$ cat src/rtl/sub_operand_dispatcher.sv
// ---------------------------------------------------------------------------
// sub_operand_dispatcher
//
// Queues {minuend, subtrahend} pairs in a small FIFO and feeds them one at a
// time to an external multi-cycle subtractor. Each operation runs
// IDLE -> ISSUE -> WAIT -> IDLE. The result is held on a valid/ready output
// until it is consumed, and no new operation is issued while a result is
// still pending.
//
// Optional feature: define SUB_DISPATCH_TIMEOUT_EN to add a WAIT watchdog.
// If the subtractor does not complete within TIMEOUT WAIT cycles, the
// operation is dropped and timeout_err sets (sticky until reset). Without
// the macro, WAIT waits indefinitely and timeout_err is tied to 0.
//
// Parameters
//   WIDTH   operand / result width
//   DEPTH   operand FIFO entries (power of 2, >= 2)
//   TIMEOUT WAIT cycles before abort (only with SUB_DISPATCH_TIMEOUT_EN)
//
// Ports
//   clk            rising-edge clock
//   reset          synchronous, active-low
//   in_valid/in_ready/in_a/in_b   operand pair input handshake
//   sub_start      one-cycle start pulse to the subtractor
//   sub_a/sub_b    operands presented to the subtractor (held until next issue)
//   sub_result/sub_borrow/sub_underflow/sub_done  subtractor response
//   out_valid/out_ready/out_result/out_underflow  result output handshake
//   busy           FSM not idle or FIFO not empty
//   count          FIFO occupancy
//   timeout_err    sticky watchdog flag
// ---------------------------------------------------------------------------
module sub_operand_dispatcher #(
    parameter int unsigned WIDTH   = 16,
    parameter int unsigned DEPTH   = 4,
    parameter int unsigned TIMEOUT = 40
) (
    input  logic                     clk,
    input  logic                     reset,

    input  logic                     in_valid,
    output logic                     in_ready,
    input  logic [WIDTH-1:0]         in_a,
    input  logic [WIDTH-1:0]         in_b,

    output logic                     sub_start,
    output logic [WIDTH-1:0]         sub_a,
    output logic [WIDTH-1:0]         sub_b,

    input  logic [WIDTH-1:0]         sub_result,
    input  logic                     sub_borrow,
    input  logic                     sub_underflow,
    input  logic                     sub_done,

    output logic                     out_valid,
    input  logic                     out_ready,
    output logic [WIDTH-1:0]         out_result,
    output logic                     out_underflow,
    output logic                     busy,
    output logic [$clog2(DEPTH):0]   count,
    output logic                     timeout_err
);

    localparam int unsigned AW = $clog2(DEPTH);
    localparam int unsigned CW = AW + 1;
    localparam logic [CW-1:0] FULL_C = CW'(DEPTH);

    localparam logic [1:0] S_IDLE  = 2'd0;
    localparam logic [1:0] S_ISSUE = 2'd1;
    localparam logic [1:0] S_WAIT  = 2'd2;

    // -----------------------------------------------------------------------
    // State
    // -----------------------------------------------------------------------
    logic [1:0]           state_q,      state_d;
    logic [CW-1:0]        count_q,      count_d;
    logic [AW-1:0]        wr_ptr_q,     wr_ptr_d;
    logic [AW-1:0]        rd_ptr_q,     rd_ptr_d;
    logic [WIDTH-1:0]     sub_a_q,      sub_a_d;
    logic [WIDTH-1:0]     sub_b_q,      sub_b_d;
    logic [WIDTH-1:0]     out_result_q, out_result_d;
    logic                 out_uf_q,     out_uf_d;
    logic                 out_valid_q,  out_valid_d;
    logic                 done_prev_q;

    logic [2*WIDTH-1:0]   mem_q [DEPTH];
    logic [2*WIDTH-1:0]   head;

    logic                 push;
    logic                 pop;
    logic                 done_rise;

    // The borrow output duplicates underflow for this dispatcher.
    logic                 unused_borrow;
    assign unused_borrow = sub_borrow;

`ifdef SUB_DISPATCH_TIMEOUT_EN
    localparam int unsigned TW = (TIMEOUT > 1) ? $clog2(TIMEOUT) : 1;
    localparam logic [TW-1:0] TO_LAST = TW'(TIMEOUT - 1);

    logic [TW-1:0]        wait_cnt_q,   wait_cnt_d;
    logic                 timeout_err_q, timeout_err_d;

    assign timeout_err = timeout_err_q;
`else
    localparam int unsigned unused_timeout = TIMEOUT;

    assign timeout_err = 1'b0;
`endif

    // -----------------------------------------------------------------------
    // FIFO control
    // -----------------------------------------------------------------------
    // Readiness comes from the registered count only, so a full FIFO never
    // accepts a pair even in the cycle it is being popped.
    assign in_ready  = reset && (count_q < FULL_C);
    assign push      = in_valid && in_ready;
    assign pop       = (state_q == S_ISSUE);
    assign head      = mem_q[rd_ptr_q];

    // Completion is the rising edge of sub_done, so a level left high by the
    // previous operation cannot end the current WAIT.
    assign done_rise = sub_done && !done_prev_q;

    always_comb begin
        count_d  = count_q;
        wr_ptr_d = wr_ptr_q;
        rd_ptr_d = rd_ptr_q;
        if (push) begin
            wr_ptr_d = wr_ptr_q + AW'(1);
        end
        if (pop) begin
            rd_ptr_d = rd_ptr_q + AW'(1);
        end
        case ({push, pop})
            2'b10:   count_d = count_q + CW'(1);
            2'b01:   count_d = count_q - CW'(1);
            default: count_d = count_q;
        endcase
    end

    always_ff @(posedge clk) begin
        if (push) begin
            mem_q[wr_ptr_q] <= {in_a, in_b};
        end
    end

    // -----------------------------------------------------------------------
    // Dispatch FSM
    // -----------------------------------------------------------------------
    always_comb begin
        state_d      = state_q;
        sub_a_d      = sub_a_q;
        sub_b_d      = sub_b_q;
        out_result_d = out_result_q;
        out_uf_d     = out_uf_q;
        out_valid_d  = out_valid_q;
`ifdef SUB_DISPATCH_TIMEOUT_EN
        wait_cnt_d    = wait_cnt_q;
        timeout_err_d = timeout_err_q;
`endif

        if (out_valid_q && out_ready) begin
            out_valid_d = 1'b0;
        end

        case (state_q)
            S_IDLE: begin
                // Operands are latched on the way into ISSUE so they are
                // already on sub_a/sub_b while sub_start is high.
                if ((count_q != '0) && !out_valid_q) begin
                    state_d            = S_ISSUE;
                    {sub_a_d, sub_b_d} = head;
                end
            end
            S_ISSUE: begin
                state_d = S_WAIT;
`ifdef SUB_DISPATCH_TIMEOUT_EN
                wait_cnt_d = '0;
`endif
            end
            S_WAIT: begin
                if (done_rise) begin
                    state_d      = S_IDLE;
                    out_result_d = sub_result;
                    out_uf_d     = sub_underflow;
                    out_valid_d  = 1'b1;
                end
`ifdef SUB_DISPATCH_TIMEOUT_EN
                else if (wait_cnt_q == TO_LAST) begin
                    state_d       = S_IDLE;
                    timeout_err_d = 1'b1;
                end else begin
                    wait_cnt_d = wait_cnt_q + TW'(1);
                end
`endif
            end
            default: state_d = S_IDLE;
        endcase
    end

    always_ff @(posedge clk) begin
        if (!reset) begin
            state_q      <= S_IDLE;
            count_q      <= '0;
            wr_ptr_q     <= '0;
            rd_ptr_q     <= '0;
            sub_a_q      <= '0;
            sub_b_q      <= '0;
            out_result_q <= '0;
            out_uf_q     <= 1'b0;
            out_valid_q  <= 1'b0;
            done_prev_q  <= 1'b0;
        end else begin
            state_q      <= state_d;
            count_q      <= count_d;
            wr_ptr_q     <= wr_ptr_d;
            rd_ptr_q     <= rd_ptr_d;
            sub_a_q      <= sub_a_d;
            sub_b_q      <= sub_b_d;
            out_result_q <= out_result_d;
            out_uf_q     <= out_uf_d;
            out_valid_q  <= out_valid_d;
            done_prev_q  <= sub_done;
        end
    end

`ifdef SUB_DISPATCH_TIMEOUT_EN
    always_ff @(posedge clk) begin
        if (!reset) begin
            wait_cnt_q    <= '0;
            timeout_err_q <= 1'b0;
        end else begin
            wait_cnt_q    <= wait_cnt_d;
            timeout_err_q <= timeout_err_d;
        end
    end
`endif

    // -----------------------------------------------------------------------
    // Outputs
    // -----------------------------------------------------------------------
    assign sub_start     = (state_q == S_ISSUE);
    assign sub_a         = sub_a_q;
    assign sub_b         = sub_b_q;
    assign out_valid     = out_valid_q;
    assign out_result    = out_result_q;
    assign out_underflow = out_uf_q;
    assign count         = count_q;
    assign busy          = (state_q != S_IDLE) || (count_q != '0);

endmodule

$ cat config.mk
export PLATFORM = sky130hd
export DESIGN_NAME = sub_operand_dispatcher
export DESIGN_NICKNAME = d
export VERILOG_FILES = /design/src/rtl/sub_operand_dispatcher.sv
export SDC_FILE = /design/constraint.sdc
export NUM_CORES = 1
export LEC_CHECK = 0
export ABC_AREA = 0
export CAP_MARGIN = 40
export CORE_MARGIN = 4
export CORE_UTILIZATION = 48
export DETAILED_ROUTE_END_ITERATION = 10
export GPL_ROUTABILITY_DRIVEN = 0
export PLACE_DENSITY = 0.76
export SETUP_SLACK_MARGIN = 0.02
export SYNTH_ARGS = -nofsm -noshare
export SYNTH_HDL_FRONTEND = slang
export SYNTH_SLANG_ARGS = --single-unit
$ cat constraint.sdc
create_clock -name clk -period 2.2 [get_ports clk]
set_input_delay 0.44 -clock clk [delete_from_list [all_inputs] [get_ports clk]]
set_output_delay 0.44 -clock clk [all_outputs]
set_load 0.01 [all_outputs]
# == Word-level counts from Yosys, hierarchy flattened ==
# Memories as Yosys holds them, arrays and structs flattened. A register that Yosys moved wholly into a read port is not among the register bits.
# Cells that the tools add are included.
# classes
n_addsub,4
n_lt_le_gt_ge,1
eq_ne,6
muxes,9
reduce_logical,16
# ops
cell,n
$pmux 2 s3,1
$pmux 3 s2,1
$reduce_and 2->1,3
$logic_and 1x1->1,5
$mux 1,5
$add 2x1->2 const B,2
$eq 2x1->1 const B,2
$eq 2x2->1 const B,2
$mux 2,2
$ne 2x2->1 const B,2
$reduce_bool 2->1,2
$add 3x1->3 const B,1
$logic_not 1->1,3
$lt 3x3->1 const B,1
$reduce_bool 3->1,1
$sub 3x1->3 const B,1
$logic_not 2->1,1
$logic_or 1x1->1,1
# word_totals
ff_bits,28
ram_bits,128
in_bits,55
elab_cells,45
n_memories,1
# mem_list
name,words,width,rd,rd_clocked_by_memory_dff,wr,line,rtl
mem_q,4,32,1,1,1,85,logic [2*WIDTH-1:0] mem_q [DEPTH];

# == Depth between registers and ports, before layout ==
# Gate-level depths: netlist (run 1).
# logic_depth
word_depth,5
depth_mapped,10

# == Least setup slack after synthesis (run 1) ==
# OpenSTA, ideal clock, no wires.
# synth_timing
path_kind,input to register
start,input port reset
end,"memory mem_q[0][0] (netlist bit), enable pin"
setup_ns,0.392
arrival_time_ns,1.773
slack_ns,0.035
path_stages,4
cell_sequence,buf_4 and3b_1 clkbuf_1 and2_1
# synth_via
elab_chain_len,4
# synth_lines
element,line,rtl
"start, declared",38,"input logic reset,"
$logic_and 1x1->1,115,assign in_ready = reset && (count_q < FULL_C);
$logic_and 1x1->1,116,assign push = in_valid && in_ready;
$mux 1,142,if (push) begin
$mux 1 (not written as such),143,"mem_q[wr_ptr_q] <= {in_a, in_b};"
"end, declared",85,
# No other way between the ends.

# == Final worst setup path (run 1) ==
# layout_timing
start,register state_q[1]
end,output port sub_start
# layout_via
elab_chain_len,1
# layout_lines
element,line,rtl
"start, declared",74,"logic [1:0] state_q, state_d;"
"start signal, assigned",214,state_q <= state_d;
$eq 2x1->1,242,assign sub_start = (state_q == S_ISSUE);
"end, declared",45,"output logic sub_start,"
# No other way between the ends.

==> results.sh, run 1 <==
export IMPL_status="completed"
export IMPL_ir_drop_v=0.000673
export IMPL_die_area_sq_um=16400
export IMPL_cts_tree="yes"
export IMPL_cap_viol_max_count=0
export IMPL_post_place_ws_ps=-137
export IMPL_finalHoldViolations=0
export IMPL_intPower_uw=7400
export IMPL_yosysWarningCount=0
export IMPL_cp_cell_sequence="nor2b_2 > buf_4 > clkdlybuf4s50_1"
export IMPL_syn_instance_count=414
export IMPL_cts_buffer_depth=2
export IMPL_final_util_pct=63.8
export IMPL_drive_gt1_share_pct=17.5
export IMPL_initial_core_util_pct=49.5
export IMPL_pwr_share_clk_pct=27.2
export IMPL_wl_per_cell_um=18.0
export IMPL_placed_cell_area_sq_um=8350
export IMPL_mostFrequentLayoutCells="128 x edfxtp_1, 107 x clkdlybuf4s50_1, 68 x nand2_1"
export IMPL_holdBufCountCts=0
export IMPL_required_ps=1760
export IMPL_fmax_mhz=474
export IMPL_grt_use_total_pct=16.8
export IMPL_switching_power_uw=2770
export IMPL_drcViolationCount=0
export IMPL_fin_crit_ps=2110
export IMPL_powerDensity_nw_per_um2=1140
export IMPL_dieHeight_um=128
export IMPL_grt_remaining_overflow=0
export IMPL_clock_sinks=188
export IMPL_grt_max_degree=35
export IMPL_crit_path_top_delay_cell="clkdlybuf4s50_1"
export IMPL_swShare_pct=27.2
export IMPL_fin_worst_skew_ps=5.36
export IMPL_cp_slowest_stage_delay_ps=560
export IMPL_synth_edff_count=128
export IMPL_vias=3828
export IMPL_fin_crit_sh_pct=95.8
export IMPL_cp_end_kind="output port"
export IMPL_crit_fanout=7
export IMPL_power_frac_seq_pct=44.5
export IMPL_drt_total_wl_um=13200
export IMPL_yosys_cell_types_count=31
export IMPL_dr_first_iter_drc_count=203
export IMPL_row_count=43
export IMPL_synth_nets=475
export IMPL_syn_area_sq_um=6930
export IMPL_dp_hpwl_um=8520
export IMPL_slew_violations=0
export IMPL_portBuffers=109
export IMPL_path_class="reg2out"
export IMPL_final_common_cell="edfxtp_1"
export IMPL_final_nets=603
export IMPL_postRouteAntennaNets=0
export IMPL_root_buffer="clkbuf_16"
export IMPL_postSynth_asyncResetShare_pct=0
export IMPL_syn_avg_cell_area_sq_um=16.7
export IMPL_die_w_um=128
export IMPL_crit_path_start_kind="flip-flop"
export IMPL_vias_per_cell=5.21
export IMPL_yosysTopAreaCellShare_pct=55.5
export IMPL_grt_first_pass_wirelength_um=20900
export IMPL_leakage_uw=0.00292
export IMPL_seq_area_frac_synth_pct=72.8
export IMPL_synth_top_area_cell="edfxtp_1"
export IMPL_fin_area_sq_um=8920
export IMPL_clock_latency_ps=420
export IMPL_finalSetupViolations=0
export IMPL_p_comb_share_pct=28.3
export IMPL_cp_arrival_ps=1670
export IMPL_cts_htree_levels=4
export IMPL_core_area_sq_um=14000
export IMPL_areaGrowthSynthToFinish_pct=28.8
export IMPL_grt_pass1_vias=3935
export IMPL_ys_top_cells_by_area="edfxtp_1 56%, dfxtp_1 17%, mux4_2 10%"
export IMPL_synth_seq_cells=188
export IMPL_antennaDiodeCount=0
export IMPL_numCtsBuffers=17
export IMPL_firstDrtPassIters=4
export IMPL_final_setup_worst_slack_ps=92.4
export IMPL_synth_main_ff_cell="edfxtp_1"
export IMPL_hold_path_class="reg2reg"
export IMPL_clkTransAtPathRegs_ps=60
export IMPL_ios=112
export IMPL_antenna_found_initial=0
-- worst max-delay path, delay by kind of cell, from the launching register on --
kind                   cells  cell delay, ps
buffers and inverters      2             700
flip-flops                 1             380
AND/OR/NAND/NOR            1             170
-- power groups by stage --
stage | combinational [uW] | clock (uW) | sequential [uW]
after floorplan | 1490 | 0 | 4670
after global placement | 2860 | 0 | 4570
after detailed placement | 2910 | 0 | 4590
after CTS | 2930 | 2830 | 4520
after global routing | 3160 | 3000 | 4570
final | 2880 | 2770 | 4520
-- metrics by stage --
stage,instances,TNS [ps],total power [uW],hold WS (ps)
after global placement,702,-97.4,7430,443
after global routing,735,-7.01,10700,471
final,735,0,10200,457
after floorplan,414,0,6170,481
after CTS,734,0,10300,462
after detailed placement,702,-137,7500,453
-- logic make-up (layout without fill, tap and decap cells) --
| group | after synthesis | after routing | share of synthesized area (%) |
|---|---|---|---|
| AO/OA/AOI/OAI | 55 | 55 | 5.75 |
| multiplexers | 32 | 32 | 10.4 |
| other | 1 | 1 | 0.0541 |
| flip-flops | 188 | 188 | 72.8 |
| adder cells (fa/ha/maj) | 6 | 6 | 1.19 |
| buffers and inverters | 33 | 174 | 2.84 |
| XOR/XNOR | 5 | 5 | 0.632 |
| AND/OR/NAND/NOR | 94 | 94 | 6.29 |
-- what timing repair did --
action,in CTS,in global routing
setup buffers,0,1
endpoints found under the setup margin,0,2
gates resized for setup,0,3
-- flip-flops by register name, indices dropped and copies added, names as in the netlist --
name           flops
sub_a             16
wr_ptr_q           2
out_underflow      1
done_prev_q        1
state_q            2
rd_ptr_q           2
mem_q            128
count              3
sub_b             16
out_valid          1
out_result        16
-- path summary, 6_finish.rpt --
| check | from | end | slack, ps | cells after the start |
|---|---|---|---|---|
| max reg2reg | state_q[1]$_SDFFE_PN0P_ | count[2]$_SDFFE_PN0P_ | 250 | 8 |
| min reg2reg | out_result[5]$_SDFFE_PN0P_ | out_result[5]$_SDFFE_PN0P_ | 460 | 2 |
| min | out_result[5]$_SDFFE_PN0P_ | out_result[5]$_SDFFE_PN0P_ | 460 | 2 |
| max | state_q[1]$_SDFFE_PN0P_ | sub_start | 90 | 3 |
-- routing by layer --
layer,global-route usage (%),share of wire (%),up-vias
li1,-,-,1814
met1,21.7,44,1903
met2,27.6,49,99
met3,4.79,5.1,12
met4,5.49,1.3,0
met5,0,0,-
-- cell usage after synthesis, types with 2 or more instances --
| master | count |
|---|---|
| a21oi_1 | 21 |
| and2_1 | 5 |
| buf_2 | 8 |
| buf_4 | 4 |
| buf_6 | 6 |
| clkbuf_1 | 8 |
| dfxtp_1 | 60 |
| edfxtp_1 | 128 |
| ha_1 | 5 |
| inv_1 | 6 |
| mux4_2 | 32 |
| nand2_1 | 68 |
| nand2b_1 | 2 |
| nor2_1 | 9 |
| nor2b_1 | 2 |
| o2bb2ai_1 | 32 |
| xnor2_1 | 2 |
| xor2_1 | 3 |
-- final cells by class --
cell class | count | area, sq um
clock inverter | 5 | 32.5
clock buffer | 27 | 513
multi-input combinational | 193 | 1710
sequential | 188 | 5050
inverter | 7 | 28.8
tap | 180 | 225
fill | 1008 | 5070
timing repair buffer | 135 | 1360
(Power assumes the default switching activity.)
==> run 2: changes to the inputs <==
Settings changed: RECOVER_POWER set to 50.
==> run 2 against run 1 <==
Power down 0.16%. Worst hold slack about the same. Cell area unchanged.
==> results.sh, run 2 (same netlist as run 1, synthesis figures left out) <==
export IMPL_dieHeight_um=128
export IMPL_cp_arrival_ps=1660
export IMPL_drcViolationCount=0
export IMPL_cap_viol_max_count=0
export IMPL_drt_total_wl_um=13200
export IMPL_clock_sinks=188
export IMPL_ir_drop_v=0.000671
export IMPL_totalPowerFinal_uw=10100
export IMPL_firstDrtPassIters=4
export IMPL_hp_start="out_result[5]$_SDFFE_PN0P_"
export IMPL_grt_pass1_vias=3935
export IMPL_placed_cell_area_sq_um=8350
export IMPL_areaGrowthSynthToFinish_pct=28.8
export IMPL_slew_violations=0
export IMPL_grt_remaining_overflow=0
export IMPL_vias_per_cell=5.23
export IMPL_fin_crit_ps=2100
export IMPL_cp_slowest_stage_delay_ps=550
export IMPL_core_area_sq_um=14000
export IMPL_rr_startpoint="state_q[1]$_SDFFE_PN0P_"
export IMPL_reg2reg_to="count[2]$_SDFFE_PN0P_"
export IMPL_cp_depth=3
export IMPL_final_nets=603
export IMPL_crit_path_start_kind="flip-flop"
export IMPL_final_util_pct=63.8
export IMPL_drive_gt1_share_pct=17.5
export IMPL_vias=3848
export IMPL_postRouteAntennaNets=0
export IMPL_r2r_cells=8
export IMPL_cts_htree_levels=4
export IMPL_grt_max_degree=35
export IMPL_row_count=43
export IMPL_antenna_found_initial=1
export IMPL_dp_hpwl_um=8520
export IMPL_hold_path_class="reg2reg"
export IMPL_mostFrequentLayoutCells="128 x edfxtp_1, 75 x clkdlybuf4s50_1, 68 x nand2_1"
export IMPL_fin_crit_sh_pct=95.5
export IMPL_rrSetupSlack_ps=250
export IMPL_clock_latency_ps=420
export IMPL_finalHoldViolations=0
export IMPL_ios=112
export IMPL_cts_tree="yes"
export IMPL_fin_area_sq_um=8920
export IMPL_crit_path_top_delay_cell="clkdlybuf4s50_1"
export IMPL_status="completed"
export IMPL_cp_cell_sequence="nor2b_2 > buf_4 > clkdlybuf4s50_1"
export IMPL_holdBufCountCts=0
export IMPL_fin_worst_skew_ps=9.69
export IMPL_finalSetupViolations=0
export IMPL_path_class="reg2out"
export IMPL_tightest_slew_ps=792
export IMPL_root_buffer="clkbuf_16"
export IMPL_final_common_cell="edfxtp_1"
export IMPL_grt_use_total_pct=16.8
export IMPL_required_ps=1760
export IMPL_portBuffers=109
export IMPL_num_fill_cells=1007
export IMPL_endpoint="sub_start"
export IMPL_grt_first_pass_wirelength_um=20900
export IMPL_powerDensity_nw_per_um2=1140
export IMPL_wl_per_cell_um=18.0
export IMPL_cp_top_family="buffers and inverters"
export IMPL_cts_buffer_depth=2
export IMPL_clkTransAtPathRegs_ps=60
export IMPL_leakage_uw=0.00292
export IMPL_initial_core_util_pct=49.5
export IMPL_numCtsBuffers=17
export IMPL_largest_reg_flops=128
export IMPL_worstSetupStartpoint="state_q[1]$_SDFFE_PN0P_"
export IMPL_relSlewSlack_pct=47.2
export IMPL_crit_fanout=7
export IMPL_top_register="mem_q"
export IMPL_dr_first_iter_drc_count=197
export IMPL_fmax_mhz=476
export IMPL_die_area_sq_um=16400
export IMPL_die_w_um=128
export IMPL_cp_end_kind="output port"
export IMPL_crit_buf_inv=2
[run 2: through the flow]
step                TNS [ps]  hold slack (ps)  cells  setup WS [ps]
finish                     0              457    736           98.3
global route           -7.01              471    736          -7.01
CTS                        0              462    734           22.8
detailed placement      -137              453    702           -137
global placement       -97.4              443    702          -97.4
floorplan                  0              481    414           34.8
[run 2: metal layers]
layer	global-route usage (%)	vias to the layer above	wire [um]
li1	-	1819	-
met1	21.7	1912	5770
met2	27.6	104	6590
met3	4.79	13	703
met4	5.49	0	150
met5	0	-	0
[run 2: report_power, final]
part	internal (uW)	switching, uW
clock	1590	1170
sequential	4240	274
combinational	1550	1320
total	7380	2760
[run 2: area by class of cell]
type | instances | area, sq um | share of cell area, %
antenna | 1 | 2.50 | 0.0281
clock inverter | 5 | 32.5 | 0.365
clock buffer | 27 | 513 | 5.75
tap | 180 | 225 | 2.53
inverter | 7 | 28.8 | 0.323
multi-input combinational | 193 | 1710 | 19.2
sequential | 188 | 5050 | 56.6
timing repair buffer | 135 | 1360 | 15.2
[run 2: how the worst min path moves through the flow]
| stage | endpoint | cells after the start | slack, ps |
|---|---|---|---|
| CTS | out_result[5]$_SDFFE_PN0P_ | 2 | 460 |
| finish | out_result[5]$_SDFFE_PN0P_ | 2 | 460 |
| detailed placement | out_result[5]$_SDFFE_PN0P_ | 2 | 450 |
| global route | out_result[4]$_SDFFE_PN0P_ | 2 | 470 |
| floorplan | out_result[0]$_SDFFE_PN0P_ | 2 | 480 |
| global placement | out_result[4]$_SDFFE_PN0P_ | 2 | 440 |
[run 2: what timing repair did]
action | CTS | global route
buffers inserted | 0 | 1
gates resized for setup | 0 | 3
setup endpoints to repair | 0 | 2
[run 2: worst min-delay path: cells and delay by family, from the launching register on]
family | cells | cell delay, ps
and+or+nand+nor | 1 | 50
DFF | 1 | 310
AOI/OAI and AO/OA | 1 | 50
